<file path="config.mk">
export PLATFORM = sky130hd
export DESIGN_NAME = reset_sequencer
export DESIGN_NICKNAME = d
export VERILOG_FILES = /design/src/rtl/reset_sequencer.sv
export SDC_FILE = /design/constraint.sdc
export NUM_CORES = 1
export LEC_CHECK = 0
export BUFFER_PORTS_ARGS = -buffer_cell sky130_fd_sc_hd__buf_2
export CORE_ASPECT_RATIO = 0.5
export CORE_MARGIN = 5
export CORE_UTILIZATION = 61
export CTS_CLUSTER_DIAMETER = 100
export DETAILED_ROUTE_END_ITERATION = 10
export PLACE_DENSITY = 0.82
export SLEW_MARGIN = 20
export SYNTH_ARGS = -nofsm -noshare
export SYNTH_HDL_FRONTEND = slang
export SYNTH_SLANG_ARGS = --single-unit
export TNS_END_PERCENT = 5
</file>
<file path="constraint.sdc">
create_clock -name clk -period 4.46 [get_ports clk]
set_input_delay 0 -clock clk [delete_from_list [all_inputs] [get_ports clk]]
set_output_delay 0 -clock clk [all_outputs]
set_load 0.02 [all_outputs]
</file>
<file path="src/rtl/reset_sequencer.sv">
// reset_sequencer: debounced button/soft/PLL-loss reset triggers, PLL hold gate, staged domain reset release
module reset_sequencer #(
  parameter int NUM_BUTTONS = 2,
  parameter int DEBOUNCE_CYCLES = 16,
  parameter logic [NUM_BUTTONS-1:0] EDGE_POLARITY = {NUM_BUTTONS{1'b0}},
  parameter int HOLD_CYCLES = 255,
  parameter int NUM_DOMAINS = 2,
  parameter int STAGE_CYCLES = 4,
  parameter int CNT_WIDTH = 8
) (
  input  logic clk,
  input  logic reset,
  input  logic pll_locked,
  input  logic [NUM_BUTTONS-1:0] btn_in,
  input  logic soft_req,
  output logic [NUM_DOMAINS-1:0] domain_reset,
  output logic sys_busy,
  output logic [NUM_BUTTONS+1:0] cause,
  output logic [CNT_WIDTH-1:0] reset_count
);
  localparam int NB = NUM_BUTTONS;
  localparam int ND = NUM_DOMAINS;
  localparam int CS = NUM_BUTTONS + 2;
  localparam int DW = $clog2(DEBOUNCE_CYCLES);
  localparam int HW = $clog2(HOLD_CYCLES) + 1;
  localparam int SW = $clog2(STAGE_CYCLES) + 1;
  localparam int IW = $clog2(NUM_DOMAINS) + 1;
  typedef enum logic [1:0] {HOLD, RELEASE, RUN} state_t;
  state_t state, state_n;
  logic [NB-1:0] s1, s2, lvl, lvl_d, btn_trig, btn_low;
  logic [DW-1:0] dcnt [NB];
  logic [HW-1:0] hold, hold_n;
  logic [SW-1:0] stage, stage_n;
  logic [IW-1:0] idx, idx_n;
  logic [ND-1:0] dr_n;
  logic [CS-1:0] cause_n;
  logic [CNT_WIDTH-1:0] count_n;
  logic pll_d, pll_loss, trig;
  // two-flop synchronisers and per-channel stability counters feeding the debounced levels
  always_ff @(posedge clk) begin
    if (reset) begin
      s1 <= '0;
      s2 <= '0;
      lvl <= '0;
      lvl_d <= '0;
      for (int i = 0; i < NB; i++) dcnt[i] <= '0;
    end else begin
      s1 <= btn_in;
      s2 <= s1;
      lvl_d <= lvl;
      for (int i = 0; i < NB; i++) begin
        if (s2[i] == lvl[i]) dcnt[i] <= '0;
        else if (dcnt[i] == DW'(DEBOUNCE_CYCLES - 1)) begin
          lvl[i] <= s2[i];
          dcnt[i] <= '0;
        end else dcnt[i] <= dcnt[i] + 1'b1;
      end
    end
  end
  assign btn_trig = (EDGE_POLARITY & lvl & ~lvl_d) | (~EDGE_POLARITY & ~lvl & lvl_d);
  assign btn_low = btn_trig & (~btn_trig + 1'b1);
  assign pll_loss = pll_d & ~pll_locked & (state != HOLD);
  assign trig = pll_loss | soft_req | (|btn_trig);
  // next state: any trigger forces a full restart of the hold, otherwise hold/stage progression
  always_comb begin
    state_n = state;
    hold_n = hold;
    stage_n = stage;
    idx_n = idx;
    dr_n = domain_reset;
    cause_n = cause;
    count_n = reset_count;
    if (trig) begin
      state_n = HOLD;
      hold_n = '0;
      stage_n = '0;
      idx_n = '0;
      dr_n = '1;
      cause_n = pll_loss ? CS'(1) : soft_req ? CS'(2) : {btn_low, 2'b00};
      count_n = &reset_count ? reset_count : reset_count + 1'b1;
    end else if (state == HOLD) begin
      dr_n = '1;
      hold_n = !pll_locked ? '0 : hold + 1'b1;
      if (pll_locked && hold == HW'(HOLD_CYCLES - 1)) begin
        dr_n[0] = 1'b0;
        hold_n = '0;
        idx_n = IW'(1);
        stage_n = '0;
        state_n = (ND == 1) ? RUN : RELEASE;
      end
    end else if (state == RELEASE) begin
      stage_n = stage + 1'b1;
      if (stage == SW'(STAGE_CYCLES - 1)) begin
        dr_n = domain_reset & ~(ND'(1) << idx);
        stage_n = '0;
        idx_n = idx + 1'b1;
        state_n = (idx == IW'(ND - 1)) ? RUN : RELEASE;
      end
    end else dr_n = '0;
  end
  // sequencer registers; sys_busy follows the next-state resets so it lines up with domain_reset
  always_ff @(posedge clk) begin
    if (reset) begin
      state <= HOLD;
      hold <= '0;
      stage <= '0;
      idx <= '0;
      pll_d <= 1'b0;
      domain_reset <= '1;
      sys_busy <= 1'b1;
      cause <= CS'(1);
      reset_count <= '0;
    end else begin
      state <= state_n;
      hold <= hold_n;
      stage <= stage_n;
      idx <= idx_n;
      pll_d <= pll_locked;
      domain_reset <= dr_n;
      sys_busy <= |dr_n;
      cause <= cause_n;
      reset_count <= count_n;
    end
  end
endmodule

</file>
After elaboration in Yosys (flattened, before gate mapping)
Memory sizes are Yosys's and may differ from the RTL's.
Index checks and enable logic that the tools add are counted.
{"block": "word_totals", "register_bits": 40, "ramBits": 8, "out_inout_bits": 15, "wordCells": 117, "n_memories": 1}
{"block": "classes", "add_sub_neg": 7, "n_eq_ne": 9, "shift": 1, "mux": 51, "n_bitwise": 20, "n_reduce_logical": 14}
{"memory": "dcnt", "words": 2, "width": 4, "rd": 2, "rd_ports_with_merged_regs": 0, "write_ports": 2, "line": "31", "source": "logic [DW-1:0] dcnt [NB];"}
{"op": "two-way mux 4 bit", "n": 8}
{"op": "two-way mux 1 bit", "n": 25}
{"op": "two-way mux 2 bit", "n": 12}
{"op": "two-way mux 9 bit", "n": 2}
{"op": "two-way mux 3 bit", "n": 4}
{"op": "adder 9 x 1 -> 9 bit (second input constant)", "n": 1}
{"op": "== test 9 x 8 -> 1 bit (second input constant)", "n": 1}
{"op": "adder 4 x 1 -> 4 bit (second input constant)", "n": 2}
{"op": "adder 8 x 1 -> 8 bit (second input constant)", "n": 1}
{"op": "== test 4 bit (second input constant)", "n": 2}
{"op": "bitwise OR 1 bit", "n": 8}
{"op": "AND reduction 2 bit", "n": 4}
{"op": "AND reduction 8 bit", "n": 1}
{"op": "AND 2 bit", "n": 3}
{"op": "NOT 2 bit", "n": 3}
{"op": "nonzero test 2 bit", "n": 3}
{"op": "OR reduction 2 bit", "n": 3}
{"op": "adder 2 x 1 -> 2 bit (second input constant)", "n": 2}
{"op": "== test 2 x 1 -> 1 bit (second input constant)", "n": 2}
{"op": "NOT 1 bit", "n": 4}
{"op": "adder 3 x 1 -> 3 bit (second input constant)", "n": 1}
{"op": "== test 3 x 2 -> 1 bit (second input constant)", "n": 1}
{"op": "AND reduction 3 bit", "n": 1}
{"op": "AND 1 bit", "n": 2}
{"op": "other kinds (5)", "n": 6}

Logic depth before layout (Yosys ltp)
Gate-level depths: netlist (run 1).
{"block": "logic_depth", "word_depth": 8, "depth_mapped": 7, "mapped_depth_nobuf": 6}

Least setup slack after synthesis (run 1)
No wires, ideal clock.
{"block": "synth_timing", "path_kind": "register to register", "from": "reg reset_count[0]", "to": "reg reset_count[7]", "setup_time_ns": 0.070, "arrival_time_ns": 1.623, "setup_slack_ns": 2.767, "path_stages_with_launch": 6, "path_buffers": 0, "synth_period_minus_slack_ns": 1.693, "path_cell_list": "dfxtp_1 > ha_1 > nand4_1 > or4b_1 > or3_1 > a21oi_1"}
{"block": "synth_between", "elab_chain_cells": 3, "word_cells_on_any_way": 4, "cone_classes": "1 x add/sub; 1 x bitwise; 2 x reduce/logical"}
{"item": "start: declaration", "line": "19", "source": "output logic [CNT_WIDTH-1:0] reset_count"}
{"item": "start signal: assignment", "line": "122", "source": "reset_count <= count_n;"}
{"item": "parallel branches: the longest is 3 deep, another holds adder 8 x 1 -> 8 bit"}
Parallel ways; which one is timed is not known.
A chain may end at the register's enable or synchronous reset.

Worst setup path in the final report (run 1)
{"block": "layout_timing", "from": "reg state[1]", "to": "reg reset_count[4]"}
{"block": "layout_between", "elab_chain_cells": 5}
{"item": "start: declaration", "line": "29", "source": "state_t state, state_n;"}
{"item": "start signal: assignment", "line": "114", "source": "state <= state_n;"}
{"item": "nonzero test 2 bit", "line": "62", "source": "assign pll_loss = pll_d & ~pll_locked & (state != HOLD);"}
{"item": "AND 1 bit", "line": "62"}
{"item": "bitwise OR 1 bit (2 in series)", "line": "63", "source": "assign trig = pll_loss | soft_req | (|btn_trig);"}
{"item": "AND reduction 2 bit (no line)"}
No other way between the ends.

==> results of run 1 <==
## critical path, delay by kind of cell (launching register included)
kind / cells / cell delay, ns
simple gates: 2 / 0.67
compound gates: 2 / 0.55
flops: 1 / 0.62
## cell usage after synthesis (2+ instances only)
library cell,n,area share
dfxtp_1,40,0.35
nor2_1,18,0.030
nand2_1,17,0.028
a21oi_1,16,0.035
nand3_1,12,0.026
nor2b_1,12,0.033
inv_1,11,0.018
a31oi_1,8,0.022
edfxtp_1,8,0.11
ha_1,8,0.044
or4_1,7,0.023
o21ai_0,6,0.013
or3_1,6,0.016
o21ai_1,5,0.011
and3_1,4,0.011
buf_6,4,0.020
clkbuf_1,4,0.0066
o31ai_1,4,0.013
xnor2_1,4,0.015
a211oi_1,3,0.0099
nand4_1,3,0.0082
nand4b_1,3,0.012
nor3_1,3,0.0066
nor3b_1,3,0.0099
o41ai_1,3,0.012
a21boi_0,2,0.0066
a311oi_1,2,0.0077
buf_2,2,0.0044
mux2i_1,2,0.0088
nand3_2,2,0.0088
xor2_1,2,0.0077
## cell families (layout without fill, tap and decap cells)
group | Yosys count | count (layout) | synth area share
AOI/OAI and AO/OA | 58 | 58 | 0.1649
buffers and inverters | 21 | 43 | 0.04876
adders and majority gates | 8 | 8 | 0.04384
and+or+nand+nor | 101 | 101 | 0.2532
muxes | 2 | 2 | 0.008767
xor gates and xnor gates | 6 | 6 | 0.02301
other | 1 | 8 | 0.001642
DFF | 48 | 48 | 0.4559
## path summary, 6_finish.rpt
path / startpoint / to / slack (ns) / cells after the start
max reg2reg: state[1]$_SDFFE_PP0P_ / reset_count[4]$_SDFFE_PP0P_ / 2.55 / 4
max: state[1]$_SDFFE_PP0P_ / reset_count[4]$_SDFFE_PP0P_ / 2.55 / 4
min reg2reg: s1[0]$_SDFF_PP0_ / s2[0]$_SDFF_PP0_ / 0.46 / 1
min: reset / lvl[1]$_SDFFE_PP0P_ / 0.08 / 2
## layer usage
layer / wire length [um] / up-vias / track usage / share of wire
met1: 1990 / 860 / 0.2188 / 0.47
met4: 52 / 0 / 0.07907 / 0.012
met3: 211 / 7 / 0.05398 / 0.050
met5: 0 / - / 0 / 0
li1: - / 945 / - / -
met2: 1978 / 39 / 0.3231 / 0.47
## what timing repair did
item | in CTS | in global routing
endpoints found under the hold margin | 6 | 0
setup endpoints to repair | 0 | 0
hold buffers | 4 | 0
## power breakdown
part / total (mW) / switching, mW / leakage [nW] / internal, mW
registers: 0.454 / 0.00600 / 0.407 / 0.448
logic: 0.0409 / 0.0245 / 0.473 / 0.0163
clock network: 0.320 / 0.152 / 0.0548 / 0.169
## metrics by stage
stage	cells	utilization	setup WS, ns
final	325	0.7291	2.554
after global routing	325	0.7291	2.388
after CTS	325	0.7291	2.580
after detailed placement	313	0.6848	2.587
after global placement	313	0.6848	2.668
after floorplan	252	-	2.767
## registers in the layout (all words and copies together) (netlist names)
| register | flops |
|---|---|
| hold | 9 |
| dcnt | 8 |
| reset_count | 8 |
| cause | 4 |
| stage | 3 |
| domain_reset | 2 |
| idx | 2 |
| lvl | 2 |
| lvl_d | 2 |
| s1 | 2 |
| s2 | 2 |
| state | 2 |
| pll_d | 1 |
| sys_busy | 1 |
## area by class of cell
cell class | instances | area, um2
tap | 51 | 63.81
inverter | 11 | 41.29
fill | 280 | 950.9
multi-input combinational | 183 | 1157
timing repair buffer | 24 | 140.1
clock inverter | 3 | 46.29
sequential | 48 | 1041
clock buffer | 5 | 68.82
==> qor.csv, run 1 <==
stage,metric,value,unit
yosys,syn avg cell area,9.320,um2
final_layout,"commonest non-fill, non-tap cell in the layout",dfxtp_1,
final_layout,"Design Area, Final",2559,um2
critical_path,startpoint types,flip-flop,
final_layout,ant diodes,0,
timing,fin crit period,1.906,ns
floorplan,num rows,15,
hold_path,Hold Path Class,in -> reg,
critical_path,CP max-delay cell,dfxtp_1,
critical_path,worst path arrival time,2.14,ns
timing,Least-Margin Pin Slew,0.5590,ns
flow_run,Max-cap violations,0,
cts,clk_lat worst skew,0.30,ns
floorplan,die area,5141,um2
floorplan,io pins,21,
grt,largest net degree at the start of global routing,21,
drt,DRC Markers,0,
final_layout,Final nets,287,
timing,final hold violation count,0,
cts,H-tree levels,2,
yosys,number of synthesized flops with an enable pin,8,
pwr,total power,815.7,uW
pwr,Leakage Power,0.9349,nW
timing,# setup viols final,0,
drt,Final ANT Viol Nets,0,
final_layout,area growth from synthesis to layout,12.05,%
drt,via/cell ratio,5.695,
yosys,Syn. warnings,0,
pwr,worst vdd ir,146.9,uV
grt,GRT Util Overall,0.1870,
critical_path,"Max FO, Critical Path",16,
cts,buffers inserted by post-CTS timing repair,0,
yosys,Async SR Flop Fraction,0,
timing,f_max,524.6,MHz
drt,routed length per placed instance,13.02,um
cts,TritonCTS clock tree,done,
drt,router iterations before antenna repair,4,
cts,CTS root buf,clkbuf_8,
placed_design,Final GP Congestion,0.8360,
placed_design,dpl hpwl,2987,um
grt,global-route wire length before repair,7334,um
timing,Fin Hold WS,0.08178,ns
cts,"Gates resized, CTS repair",0,
cts,Max Root-Sink Buffers,2,
floorplan,Starting Density,0.6506,
grt,initial antenna violation count,0,
drt,WL final,4232,um
drt,Vias,1851,
yosys,Syn Std Cell Area,2283,um2
timing,Max-slew headroom,0.6260,
drt,1st-iter DRT viols,55,
timing,Final TNS setup,0,ns
timing,"Slew Viols, Final",0,
floorplan,Die Width,96.53,um
placed_design,dpl cell area,2404,um2
floorplan,Die Y,53.27,um
yosys,"Top FF cell, synth",dfxtp_1,
timing,Tcrit/Tclk final,0.4274,
yosys,#FFs+latches synth,48,
critical_path,"Largest stage delay, worst path",0.62,ns
yosys,"Distinct cells, synth",52,
floorplan,area of the core,3510,um2
yosys,sequential share of the synthesized area,0.4559,
critical_path,Setup CP Type,reg -> reg,
grt,Overflow after GRT,0,
critical_path,crit path cell chain,nor2_4 -> o2111a_2 -> or4_1 -> a21oi_1,
final_layout,share of layout cells above drive strength 1,0.1314,
pwr,Pwr Density,318.8,nW/um2
placed_design,Port-buffer cells,20,
critical_path,Critical Path RT,4.70,ns
cts,clk slew on worst S/H paths,0.09,ns
critical_path,Crit. End Element,flip-flop,
cts,Sink Count,48,
cts,TritonCTS Buffers,5,
run_status,run status,"complete, no violations",
timing,clk_skew,0.009764,ns
yosys,Mapped Cells,245,
grt,vias in the first global route,1690,
final_layout,most frequent cells in the layout,"40 x dfxtp_1, 20 x buf_2, 18 x nor2_1",
timing,setup repair after global routing missed its margin,no,
(Power assumes the default switching activity.)
==> run 2, diff against run 1 <==
- CORE_UTILIZATION: 61 -> 58
- PLACE_DENSITY: 0.82 -> 0.78
- clock period: 4.46 -> 2 ns (I/O delays scaled with it)
==> qor.csv, run 2 (synthesis gave the netlist of run 1 again) <==
stage,metric,value,unit
run_status,run status,"complete, no violations",
grt,vias in the first global route,1663,
drt,WL final,4275,um
cts,clk_lat worst skew,0.29,ns
floorplan,area of the core,3844,um2
pwr,NetSw,381.6,uW
final_layout,Final nets,291,
drt,WL met2,1986,um
critical_path,Setup CP Type,reg -> reg,
drt,M1 WL,2071,um
critical_path,worst path arrival time,1.92,ns
drt,top sig layer,met4,
pwr,total power,1.919,mW
pwr,worst vdd ir,378.8,uV
timing,Least-Margin Pin Slew,0.5588,ns
drt,via/cell ratio,5.548,
critical_path,startpoint types,flip-flop,
cts,TritonCTS Buffers,5,
timing,Final TNS setup,0,ns
final_layout,Reg with most FFs,hold,
pwr,Pint,1.537,mW
timing,fin worst setup slack,0.2728,ns
critical_path,crit-path leading delay family,simple AND/OR/NAND/NOR gates,
grt,largest net degree at the start of global routing,20,
timing,f_max,579.0,MHz
timing,Tcrit/Tclk final,0.8636,
cts,TritonCTS clock tree,done,
final_layout,most frequent cells in the layout,"40 x dfxtp_1, 20 x buf_2, 18 x nor2_1",
drt,DRC Markers,0,
cts,Sink Count,48,
timing,setup repair after global routing missed its margin,no,
drt,1st-iter DRT viols,67,
final_layout,ant diodes,0,
drt,routed length per placed instance,12.88,um
floorplan,io pins,21,
floorplan,Starting Density,0.5941,
hold_path,Hold Path Class,in -> reg,
grt,Overflow after GRT,0,
pwr,sequential power share,0.528,
timing,"Slew Viols, Final",0,
final_layout,max reg flops,9,
flow_run,Max-cap violations,0,
drt,Vias,1842,
pwr,Leakage Power,0.9667,nW
placed_design,Port-buffer cells,20,
final_layout,Fillers,311,
critical_path,Critical Path RT,2.19,ns
timing,fin crit period,1.727,ns
floorplan,die area,5368,um2
placed_design,dpl hpwl,3019,um
floorplan,num rows,16,
placed_design,Final GP Congestion,0.8377,
cts,H-tree levels,2,
cts,CTS root buf,clkbuf_8,
timing,Max-slew headroom,0.6261,
cts,Max Root-Sink Buffers,2,
timing,clk_skew,0.004818,ns
critical_path,Crit. End Element,flip-flop,
floorplan,Die Width,98.74,um
critical_path,"Max FO, Critical Path",15,
pwr,Pwr Density,735.2,nW/um2
pwr,Clk pwr share,0.424,
drt,routed wire length on met3,199,um
final_layout,final core utilization,0.6790,
critical_path,Buf/Inv on CP,0,
final_layout,share of layout cells above drive strength 1,0.1403,
grt,global-route wire length before repair,7438,um
placed_design,dpl ws,0.3074,ns
floorplan,Die Y,54.37,um
final_layout,"commonest non-fill, non-tap cell in the layout",dfxtp_1,
final_layout,area growth from synthesis to layout,14.30,%
grt,GRT Util Overall,0.1723,
timing,# setup viols final,0,
pwr,Sw Share,0.1989,
drt,router iterations before antenna repair,4,
cts,clk slew on worst S/H paths,0.08,ns
drt,Final ANT Viol Nets,0,
critical_path,"Largest stage delay, worst path",0.60,ns
critical_path,crit path cell chain,nor2_4 -> o21ai_2 -> or3_1 -> a311oi_1,
final_layout,Largest regs,"hold: 9 flops, dcnt: 8 flops, reset_count: 8 flops",
critical_path,CP max-delay cell,or3_1,
timing,final hold violation count,0,
pwr,combinational group share of total power,0.048,
grt,initial antenna violation count,0,
==> run 2: cell types whose count changed in the layout (fill, tap and decap cells not counted), sizes merged <==
cell      before  now
inv           12   11
clkinvlp       1    0
bufinv         1    2
buf           20   24
clkbuf         5    6
==> run 2: path summary, 6_finish.rpt <==
kind | from | to | slack [ns] | depth (start not counted)
setup / recovery | state[1]$_SDFFE_PP0P_ | hold[3]$_SDFFE_PP0P_ | 0.27 | 4
hold / removal | reset | reset_count[2]$_SDFFE_PP0P_ | 0.05 | 4
setup reg to reg | state[1]$_SDFFE_PP0P_ | hold[3]$_SDFFE_PP0P_ | 0.27 | 4
hold reg to reg | s1[0]$_SDFF_PP0_ | s2[0]$_SDFF_PP0_ | 0.45 | 1
==> run 2: metrics by stage <==
stage          hold slack (ns)  cell area, um2  std cells
6_report               0.05106            2610        332
4_1_cts                0.04244            2610        332
2_1_floorplan          0.07863            2310        252
5_1_grt                0.05511            2610        332
3_3_place_gp            0.2131            2437        320
3_5_place_dp            0.2155            2437        320
==> run 2: power groups by stage <==
stage / Clock (mW) / Sequential, mW / Combinational [mW]
floorplan: 0 / 1.04 / 0.0617
global placement: 0 / 1.03 / 0.0843
detailed placement: 0 / 1.04 / 0.0854
CTS: 0.832 / 1.01 / 0.0921
global route: 0.878 / 1.02 / 0.105
finish: 0.813 / 1.01 / 0.0922
==> run 2: worst reg2reg max path: stages (launching register included) <==
cell and delay, ns:
dfxtp_1 0.34, nor2_4 0.23, o21ai_2 0.14, or3_1 0.60
a311oi_1 0.32
==> run 2: layer usage <==
| metal | vias up | track usage |
|---|---|---|
| met4 | 0 | 0.05442 |
| li1 | 957 | - |
| met3 | 2 | 0.04580 |
| met1 | 846 | 0.2185 |
| met2 | 37 | 0.2953 |
| met5 | - | 0 |
==> run 2: final cells by class <==
type                            count  area [um2]  area share
Clock buffer                        6       72.57     0.02780
Clock inverter                      2       60.06     0.02301
Inverter                           11       41.29     0.01582
Multi-Input combinational cell    183        1157      0.4434
Sequential cell                    48        1041      0.3989
Tap cell                           54       67.56     0.02589
Timing Repair Buffer               28       170.2     0.06520
==> run 2: timing repair <==
action / 4_1_cts / 5_1_grt
hold endpoints to repair: 6 / 0
setup buffers: 0 / 0
hold buffers: 4 / 0
resized for setup: 0 / 0
